## src/rtl/pe_fusion_ctrl.sv

```systemverilog
// BitFusion fusion-unit PE controller: derives per-bitbrick shift/sign config from a
// job descriptor, gates operand beats and owns the 20-bit accumulator fed back to the PE.

module pe_fusion_brick_cfg (
    input  logic [1:0] i_a,
    input  logic [1:0] i_b,
    input  logic [1:0] i_mask_x,
    input  logic [1:0] i_mask_y,
    output logic [3:0] o_field
);
    // Masks are (pieces-1), so (a & mask) == a mod pieces for the power-of-two piece counts.
    assign o_field = {1'b0, i_a & i_mask_x, 1'b0} + {1'b0, i_b & i_mask_y, 1'b0};
endmodule

module pe_fusion_ctrl #(
    parameter int LEN_W  = 16,
    parameter int PE_LAT = 1
) (
    input  logic             clk,
    input  logic             reset,
    input  logic             cfg_valid,
    output logic             cfg_ready,
    input  logic [1:0]       cfg_prec_x,
    input  logic [1:0]       cfg_prec_y,
    input  logic             cfg_signed_x,
    input  logic             cfg_signed_y,
    input  logic [LEN_W-1:0] cfg_len,
    input  logic             op_valid,
    output logic             op_ready,
    output logic [63:0]      signal,
    output logic [3:0]       sign_x,
    output logic [3:0]       sign_y,
    input  logic [19:0]      PE_sum,
    output logic [19:0]      previous_sum,
    output logic [19:0]      result,
    output logic             result_valid,
    input  logic             result_ready
);
    typedef enum logic [1:0] {S_IDLE, S_RUN, S_DRAIN, S_DONE} state_t;

    state_t             r_state, w_state_nxt;
    logic [LEN_W-1:0]   r_len, r_cnt;
    logic [19:0]        r_acc;
    logic [63:0]        r_signal;
    logic [3:0]         r_sign_x, r_sign_y;
    logic [PE_LAT-1:0]  r_vld_pipe, w_vld_nxt;
    logic               w_cfg_acc, w_beat, w_last;
    logic [1:0]         w_mask_x, w_mask_y;
    logic [15:0][3:0]   w_field;
    logic [3:0]         w_sgn_x, w_sgn_y;

    assign w_mask_x = (cfg_prec_x == 2'd0) ? 2'd0 : (cfg_prec_x == 2'd1) ? 2'd1 : 2'd3;
    assign w_mask_y = (cfg_prec_y == 2'd0) ? 2'd0 : (cfg_prec_y == 2'd1) ? 2'd1 : 2'd3;

    for (genvar g = 0; g < 16; g++) begin : g_brick
        pe_fusion_brick_cfg u_brick (
            .i_a      (2'(g / 4)),
            .i_b      (2'(g % 4)),
            .i_mask_x (w_mask_x),
            .i_mask_y (w_mask_y),
            .o_field  (w_field[g])
        );
    end

    // The top piece of each operand carries the sign.
    for (genvar g = 0; g < 4; g++) begin : g_sign
        assign w_sgn_x[g] = cfg_signed_x & ((2'(g) & w_mask_x) == w_mask_x);
        assign w_sgn_y[g] = cfg_signed_y & ((2'(g) & w_mask_y) == w_mask_y);
    end

    assign cfg_ready    = (r_state == S_IDLE);
    assign op_ready     = (r_state == S_RUN);
    assign result_valid = (r_state == S_DONE);
    assign w_cfg_acc    = cfg_valid & cfg_ready;
    assign w_beat       = op_valid & op_ready;
    assign w_last       = w_beat & (r_cnt == r_len - 1'b1);
    assign w_vld_nxt    = PE_LAT'({r_vld_pipe, w_beat});

    always_comb begin
        w_state_nxt = r_state;
        case (r_state)
            S_IDLE:  if (w_cfg_acc) w_state_nxt = (cfg_len != '0) ? S_RUN : S_DONE;
            S_RUN:   if (w_last) w_state_nxt = S_DRAIN;
            S_DRAIN: if (w_vld_nxt == '0) w_state_nxt = S_DONE;
            S_DONE:  if (result_ready) w_state_nxt = S_IDLE;
            default: w_state_nxt = S_IDLE;
        endcase
    end

    always_ff @(posedge clk or posedge reset) begin
        if (reset) begin
            r_state    <= S_IDLE;
            r_len      <= '0;
            r_cnt      <= '0;
            r_acc      <= '0;
            r_signal   <= '0;
            r_sign_x   <= '0;
            r_sign_y   <= '0;
            r_vld_pipe <= '0;
        end else begin
            r_state    <= w_state_nxt;
            r_vld_pipe <= w_vld_nxt;
            if (w_cfg_acc) begin
                r_len    <= cfg_len;
                r_cnt    <= '0;
                r_acc    <= '0;
                r_signal <= w_field;
                r_sign_x <= w_sgn_x;
                r_sign_y <= w_sgn_y;
            end else begin
                if (w_beat) r_cnt <= r_cnt + 1'b1;
                // Only the tap of an accepted beat is a real PE result; bubbles are ignored.
                if (r_vld_pipe[PE_LAT-1]) r_acc <= PE_sum;
            end
        end
    end

    assign signal       = r_signal;
    assign sign_x       = r_sign_x;
    assign sign_y       = r_sign_y;
    assign previous_sum = r_acc;
    assign result       = r_acc;
endmodule

```

## config.mk

```make
export PLATFORM = sky130hd
export DESIGN_NAME = pe_fusion_ctrl
export DESIGN_NICKNAME = d
export VERILOG_FILES = /design/src/rtl/pe_fusion_ctrl.sv
export SDC_FILE = /design/constraint.sdc
export NUM_CORES = 1
export LEC_CHECK = 0
export BUFFER_PORTS_ARGS = -buffer_cell sky130_fd_sc_hd__buf_2
export CELL_PAD_IN_SITES_DETAIL_PLACEMENT = 1
export CELL_PAD_IN_SITES_GLOBAL_PLACEMENT = 1
export CORE_ASPECT_RATIO = 1.4
export CORE_UTILIZATION = 30
export DETAILED_ROUTE_END_ITERATION = 8
export PLACE_DENSITY = 0.69
export SETUP_SLACK_MARGIN = 0.5
export SLEW_MARGIN = 5
export SYNTH_ARGS = -nofsm -noshare
export SYNTH_HDL_FRONTEND = slang
export SYNTH_SLANG_ARGS = --single-unit
```

## constraint.sdc

```tcl
create_clock -name clk -period 5.8 [get_ports clk]
set_input_delay 1.45 -clock clk [delete_from_list [all_inputs] [get_ports clk]]
set_output_delay 1.45 -clock clk [all_outputs]
set_load 0.02 [all_outputs]
```

* Word-level counts from Yosys, hierarchy flattened
Index checks and enable logic that the tools add are counted.
Storage, ports and cells: bits in registers 107, bits of input ports 47, output and inout port bits 115, word-level logic and storage cells 65
Operators by class: add/subtract/negate cells 11, eq/ne operators 10, muxes and demuxes 14, bitwise logic cells 13, reduce and logical (&&, ||, !) cells 9
Operator list (number):
- 20-bit 2-to-1 mux | 2
- 16-bit 2-to-1 mux | 2
- 2-bit 2-to-1 mux | 9
- 16-bit by 1-bit adder with 16-bit output, second input constant | 1
- 3-bit by 3-bit adder with 4-bit output | 4
- 16-bit equality test | 1
- 16-bit nonzero test | 1
- 16-bit by 1-bit subtractor with 16-bit output, second input constant | 1
- 2-bit logical NOT | 5
- 1-bit bitwise AND | 9
- 2-bit by 3-bit adder with 4-bit output | 2
- 3-bit by 2-bit adder with 4-bit output | 2
- 2-bit one-hot mux with 4 select lines | 1
- 2-bit by 1-bit equality test with 1-bit output, second input constant | 3
- 2-bit by 1-bit inequality test with 1-bit output, second input constant | 3
- 2-bit equality test, second input constant | 2
- 1-bit NOT | 4
- 4-bit AND reduction | 1
- 2-bit nonzero test | 2
- 2-bit by 2-bit adder with 3-bit output | 1
- 2-bit inequality test, second input constant | 1

* Longest topological paths before layout
Gate-level depths: netlist of run 1.
depth after elaboration 5, gate-level depth with buffers 10, mapped depth without buffers 9

* By module
A second synthesis of run 1 with hierarchy kept.
Unflattened totals: cell total of the unflattened synthesis 771, area, all modules 6919.1 um^2
By module, submodules not included:
- pe_fusion_ctrl | times used 1, cells each 643, area each 5818.1 um^2, sequential area each 3128.0 um^2
- pe_fusion_brick_cfg | times used 16, cells each 8, area each 68.8 um^2, sequential area each 0.0 um^2

* Worst setup path after synthesis of run 1
OpenSTA, ideal clock, no wires.
kind input-to-reg, from in op_valid, to reg r_state[0], arrival 2.968 ns, setup slack 2.703 ns, stages 8, path buffers 1, path through and2_1 clkbuf_1 nand2_1 nor4_1 nand3_1 a2111oi_0 a41oi_2 mux2i_1
On the way: cells in the longest elaborated chain, start to end 4
Ends and longest elaborated chain:
- start: declaration | line 28 | input logic op_valid,
- 1-bit bitwise AND * | line 75 | assign w_beat = op_valid & op_ready;
- via w_beat | line 47 | logic w_cfg_acc, w_beat, w_last;
- 1-bit bitwise AND | line 76 | assign w_last = w_beat & (r_cnt == r_len - 1'b1);
- 2-bit by 1-bit inequality test with 1-bit output (no source line)
- 4-bit AND reduction (no source line) *
- end signal: assignment | line 101 | r_state <= w_state_nxt;
- end: declaration | line 41 | state_t r_state, w_state_nxt;
The timed path passes the listed nets; every way through them passes the cells marked *. A chain may end at the register's enable or synchronous reset.

* Worst setup path after layout of run 1
from in op_valid, to reg r_state[0]
On the way: cells in the longest elaborated chain, start to end 4
Ends and longest elaborated chain (line):
- 1-bit bitwise AND * | 75
- 1-bit bitwise AND | 76
- 2-bit by 1-bit inequality test with 1-bit output (no source line)
- 4-bit AND reduction (no source line) *
Mark *: on every way between the ends. The rest lies on a longest branch, timed or not.

==> flow_summary_export.csv, run 1 <==
group,metric,value,unit
run_status,status,"finished clean",
yosys,yosysSeqAreaShare,0.442,
worst_setup_path,worst_ep_arrival_time,3.24,ns
yosys,synth-seq-cells,76,
clocking,cts.sink_count,76,
finish,fillers,1701,
finish,syn2layout_area_growth,16.6,%
worst_setup_path,slowest_stage,"a2111oi_0",
worst_setup_path,timing.critical_path.buf_inv,1,
global_route,antenna_found_initial,0,
finish,fin_cells,745,
yosys,synth_edf_count,0,
floorplanning,coreArea,14000,µm²
finish,mostFrequentLayoutCells,"128 x buf_2, 105 x nand2_1, 76 x dfrtp_1, 48 x nor2_1, 33 x conb_1",
hold_path,worstHoldPathType,"register to register",
sta,timing.final.crit_share,0.522,
global_route,gr-total-overflow,0,
global_route,grt_pass1_wl,16400,µm
floorplanning,fp.dieH,144,µm
clocking,cts-buffers-inserted,9,
clocking,ctsHoldBuffers,0,
sta,fin_worst_skew,0.00535,ns
drt,routed_wl,10200,µm
worst_setup_path,path_cells,"buf_2 > and2_1 > nand2_1 > nor4_1 > nand3_1 > a2111oi_0 > a41oi_2 > mux2i_1",
drt,num_vias,3387,
yosys,synth_top_family_by_area,"simple AND/OR/NAND/NOR gates",
worst_setup_path,cp_data_required_time,6.01,ns
floorplanning,rows,51,
global_route,grt_max_degree,52,
pwr,leakagePower,2.63,nW
floorplanning,initial_utilization,0.308,
drt,firstDrtPassIters,4,
drt,detail_route.wl_per_cell,13.6,µm
clocking,htree_levels,3,
placed_design,placed_cell_area,4690,µm²
worst_setup_path,cp-end-kind,"register",
yosys,ys_types,38,
placed_design,place.gp.congestion,0.824,
finish,drive_gt1_frac,0.275,
clocking,path_clk_slew,0.06,ns
yosys,synth_top_area_cell,"dfrtp_1",
sta,min_period,3.03,ns
worst_setup_path,critPathTopFamily,"compound AO/OA/AOI/OAI gates",
floorplanning,ios,162,
yosys,synthAdderAreaFrac,0.0338,
yosys,ys_warn_count,0,
worst_setup_path,worstSetupStartpointType,"primary input",
pwr,peakVddDrop,246,µV
sta,fin_setup_tns,0,ns
yosys,ys.flop_type,"dfrtp_1",
yosys,yosysTopAreaCellShare,0.442,
placed_design,post-dp-hpwl,7670,µm
sta,hold_viol,0,
drt,drt-initial-drc-count,73,
yosys,synth_simple_gate_area_share,0.213,
yosys,synthTopCellsByArea,"dfrtp_1 44%, buf_4 12%, nand2_1 9.2%",
worst_setup_path,slowest_delay,0.58,ns
yosys,syn_avg_cell_area,9.11,µm²
drt,drc_errors,0,
global_route,grt_use_total,0.145,
pwr,total_power,2.78,mW
worst_setup_path,crit_fanout,8,
clocking,insertion_delay,0.33,ns
worst_setup_path,crit_type,"primary input to register",
yosys,async_reset_ff_frac,1.00,
floorplanning,fp.dieW,103,µm
job,maxCapViolations,0,
placed_design,dp_cells,729,
finish,diodes,0,
yosys,synthMuxAreaShare,0.0594,
clocking,root_buffer,"clkbuf_16",
finish,mostFrequentLayoutCell,"buf_2",
global_route,grt_pass1_vias,3397,
sta,setup_viol,0,
finish,design_area,5010,µm²
clocking,cts_resized,0,
sta,fmax,330,MHz
placed_design,port_buffers,128,
clocking,cts_tree,"yes",
floorplanning,dieArea,14800,µm²
drt,ant_nets,0,
pwr,pwr_density_cell,555,nW/µm²
finish,layout.nets,613,
sta,maxSlewHeadroom,0.333,
yosys,synth_compound_area_frac,0.0268,
yosys,syn_area,4300,µm²
yosys,synth_cells,472,
sta,tightest_slew,1.00,ns
clocking,cts.path.max_buffers,2,
yosys,synth-xor-area-share,0.0713,
clocking,cts_setup_buffers,0,
sta,finalMaxSlewViolations,0,
sta,rsz0062_at_grt,"false",
drt,via_per_inst,4.55,
==> Yosys cell counts (4+ instances only) <==
cell / instances
xor2_1: 21
buf_4: 71
inv_1: 9
clkbuf_1: 18
nand4_1: 8
a31oi_1: 4
nor4_1: 12
nand2_1: 105
nor3_1: 6
o21ai_0: 6
nand3_1: 8
mux2i_1: 24
dfrtp_1: 76
nor2_1: 48
ha_1: 10
xnor2_1: 14
==> per-layer routing <==
metal | global-route usage | vias to the layer above | routed length, µm
li1 | - | 1598 | -
met1 | 0.165 | 1611 | 4190
met2 | 0.248 | 153 | 4970
met3 | 0.0321 | 25 | 672
met4 | 0.0786 | 0 | 320
met5 | 0 | - | 0
==> layout make-up <==
cell class	count	area, µm²	area share
Inverter	9	33.8	0.00674
Tap cell	185	231	0.0462
Timing Repair Buffer	131	663	0.132
Multi-Input combinational cell	328	1860	0.372
Clock inverter	4	72.6	0.0145
Clock buffer	12	246	0.0492
Sequential cell	76	1900	0.380
==> path summary, 6_finish.rpt <==
check                          start                to  slack [ns]  depth (start not counted)
setup / recovery            op_valid        r_state[0]        2.77                          8
hold / removal             sign_x[1]         sign_x[1]        0.46                          2
setup reg to reg            r_len[0]        r_state[0]        2.84                          9
hold reg to reg            sign_x[1]         sign_x[1]        0.46                          2
max in group asynchronous      reset          r_cnt[7]        3.52                          3
min in group asynchronous      reset  previous_sum[15]        1.28                          2
==> cells by family (layout without fill, tap and decap cells) <==
kind of cell,count (synthesis),in the layout
xor gates and xnor gates,35,35
AOI/OAI and AO/OA,18,18
muxes,25,25
adders and majority gates,11,11
other,1,33
and+or+nand+nor,206,206
DFF,76,76
buffers and inverters,100,156
==> power by group <==
part,total (mW),internal (mW),switching [mW]
sequential,0.923,0.726,0.197
clock,0.600,0.388,0.212
combinational,1.26,0.443,0.815
==> state kept, by name, indices dropped and copies added, names as in the netlist <==
name          flops
r_vld_pipe        1
r_cnt            16
r_len            16
r_state           2
previous_sum     20
signal           14
sign_y            4
sign_x            3
==> metrics by stage <==
| step | util | worst slack (ns) | hold WS (ns) |
|---|---|---|---|
| 2_1_floorplan | - | 2.41 | 0.465 |
| 3_3_place_gp | 0.336 | 2.62 | 0.449 |
| 3_5_place_dp | 0.336 | 2.42 | 0.456 |
| 4_1_cts | 0.359 | 2.79 | 0.469 |
| 5_1_grt | 0.359 | 2.62 | 0.510 |
| 6_report | 0.359 | 2.77 | 0.463 |
==> worst reg2reg max path: cells and delay by family, from the launching register on <==
kind,cells,cell delay [ns]
fa+ha+maj,1,0.22
flops,1,0.43
buf+inv,1,0.09
mux,3,0.68
simple gates,2,1.11
compound gates,2,0.35
Note: power is estimated with default switching activity, not from simulation.
==> inputs of run 2 (changes only) <==
--- a/config.mk
+++ b/config.mk
@@ -11,7 +11,7 @@
 export CORE_ASPECT_RATIO = 1.4
 export CORE_UTILIZATION = 30
 export DETAILED_ROUTE_END_ITERATION = 8
-export PLACE_DENSITY = 0.69
+export PLACE_DENSITY = 0.71
 export SETUP_SLACK_MARGIN = 0.5
 export SLEW_MARGIN = 5
 export SYNTH_ARGS = -nofsm -noshare
==> constraint.sdc (replaced) <==
create_clock -name clk -period 2.5 [get_ports clk]
set_input_delay 0.625 -clock clk [delete_from_list [all_inputs] [get_ports clk]]
set_output_delay 0.625 -clock clk [all_outputs]
set_load 0.02 [all_outputs]
==> run 2 against run 1 <==
The run now ends with setup timing left. Sequential power rose by 120%. Critical endpoint unchanged. Via count increased by 2.0%. Largest power group unchanged. Utilization grew 2.3 points. Sequential share of layout area down 2.3 points. Register-to-register slack worse by 2.9 ns. Worst setup slack worse by 2.8 ns. Combinational power grew to 2.7 times the previous value. Critical path depth decreased by 1. Critical path type is now register to register. Design area is 6.4% higher.
==> flow_summary_export.csv, run 2 (synthesized netlist as in run 1, its figures left out) <==
group,metric,value,unit
run_status,status,"finished with violations",
run_status,violations,"setup timing",
drt,drc_errors,0,
worst_setup_path,cp_data_required_time,2.75,ns
finish,mostFrequentLayoutCell,"buf_2",
finish,drive_gt1_frac,0.333,
worst_setup_path,crit_type,"register to register",
drt,firstDrtPassIters,4,
floorplanning,coreArea,14000,µm²
finish,finish.utilization,0.381,
clocking,htree_levels,3,
hold_path,worstHoldPathType,"primary input to async pin",
drt,num_vias,3456,
floorplanning,ios,162,
worst_setup_path,worst_ep_arrival_time,2.81,ns
drt,drt-initial-drc-count,96,
floorplanning,fp.dieH,144,µm
sta,maxSlewHeadroom,0.617,
clocking,root_buffer,"clkbuf_16",
global_route,grt_max_degree,40,
finish,design_area,5330,µm²
clocking,cts-buffers-inserted,9,
pwr,leakagePower,2.78,nW
worst_setup_path,rrSetupSlack,-0.07,ns
finish,diodes,0,
global_route,antenna_found_initial,0,
finish,layout.nets,636,
floorplanning,rows,51,
pwr,peakVddDrop,548,µV
worst_setup_path,r2r_start,"r_len[6]",
clocking,ctsHoldBuffers,0,
sta,min_period,2.57,ns
clocking,path_clk_slew,0.06,ns
worst_setup_path,r2r_end,"r_state[0]",
floorplanning,fp.dieW,103,µm
worst_setup_path,cp-end-kind,"register",
drt,detail_route.wl_per_cell,13.9,µm
global_route,grt_use_total,0.152,
sta,fmax,390,MHz
worst_setup_path,slowest_delay,0.58,ns
global_route,grt_pass1_wl,17100,µm
clocking,cts.sink_count,76,
drt,routed_wl,10700,µm
placed_design,place_ws,-0.276,ns
placed_design,post-dp-hpwl,8060,µm
sta,finalMaxSlewViolations,0,
worst_setup_path,timing.critical_path.buf_inv,0,
drt,via_per_inst,4.50,
sta,fin_worst_skew,0.00619,ns
sta,hold_viol,0,
global_route,grt_pass1_vias,3488,
clocking,cts.path.max_buffers,2,
clocking,insertion_delay,0.33,ns
worst_setup_path,reg2reg_depth,7,
job,maxCapViolations,0,
placed_design,place.gp.congestion,0.861,
drt,ant_nets,0,
sta,timing.final.crit_share,1.03,
worst_setup_path,crit_fanout,5,
sta,worst_hold_slack,0.338,ns
sta,rsz0062_at_grt,"true",
floorplanning,initial_utilization,0.308,
finish,syn2layout_area_growth,24.0,%
placed_design,placed_cell_area,4880,µm²
finish,mostFrequentLayoutCells,"127 x buf_2, 105 x nand2_1, 76 x dfrtp_1, 45 x nor2_1, 33 x conb_1",
worst_setup_path,slowest_stage,"or4_4",
floorplanning,dieArea,14800,µm²
worst_setup_path,critPathTopFamily,"simple AND/OR/NAND/NOR gates",
sta,setup_ws,-0.0654,ns
sta,setup_viol,2,
pwr,pwr_density_cell,1260,nW/µm²
placed_design,port_buffers,128,
clocking,cts_tree,"yes",
worst_setup_path,path_cells,"or4_4 > or4_4 > mux2_4 > mux2i_1 > o21ai_1 > a41oi_4 > mux2i_1",
global_route,gr-total-overflow,0,
pwr,total_power,6.74,mW
worst_setup_path,worstSetupStartpointType,"register",
sta,tightest_slew,0.569,ns
finish,largest_reg_flops,20,
## run 2: report_power, final
| part | switching (mW) | internal, mW | total, mW |
|---|---|---|---|
| sequential | 0.382 | 1.69 | 2.07 |
| combinational | 2.14 | 1.25 | 3.39 |
| clock | 0.472 | 0.809 | 1.28 |
## run 2: area by class of cell
cell class | instances | area (µm²)
well taps | 185 | 231
inverters | 9 | 37.5
flip-flops and latches | 76 | 1900
multi-input cells | 328 | 1980
clock buffers | 16 | 302
fillers | 1707 | 8640
repair buffers | 154 | 875
## run 2: per-layer routing
layer	track usage	share of wire	vias up
met3	0.0365	0.070	21
met5	0	0	-
li1	-	-	1646
met2	0.286	0.52	148
met4	0.0697	0.027	0
met1	0.154	0.38	1641
## run 2: timing repair
| action | CTS | global route |
|---|---|---|
| endpoints found under the setup margin | 9 | 12 |
| buffers inserted | 2 | 1 |
| pin swaps | 5 | 3 |
| gates resized for setup | 12 | 16 |
## run 2: how the worst max path moves through the flow
stage	from	cells past startpoint	to	slack [ns]
3_3_place_gp	r_len[1]	9	r_state[1]	-0.05
4_1_cts	r_len[6]	7	r_state[0]	-0.05
5_1_grt	r_len[0]	9	r_state[0]	-0.16
6_report	r_len[6]	7	r_state[0]	-0.07
2_1_floorplan	r_len[0]	10	r_state[0]	-0.17
3_5_place_dp	r_len[0]	10	r_state[0]	-0.28
## run 2: through the flow
stage,TNS [ns],instances
finish,-0.0989,768
CTS,-0.0601,767
global placement,-0.101,749
detailed placement,-0.550,749
global route,-0.302,768
floorplan,-0.341,504
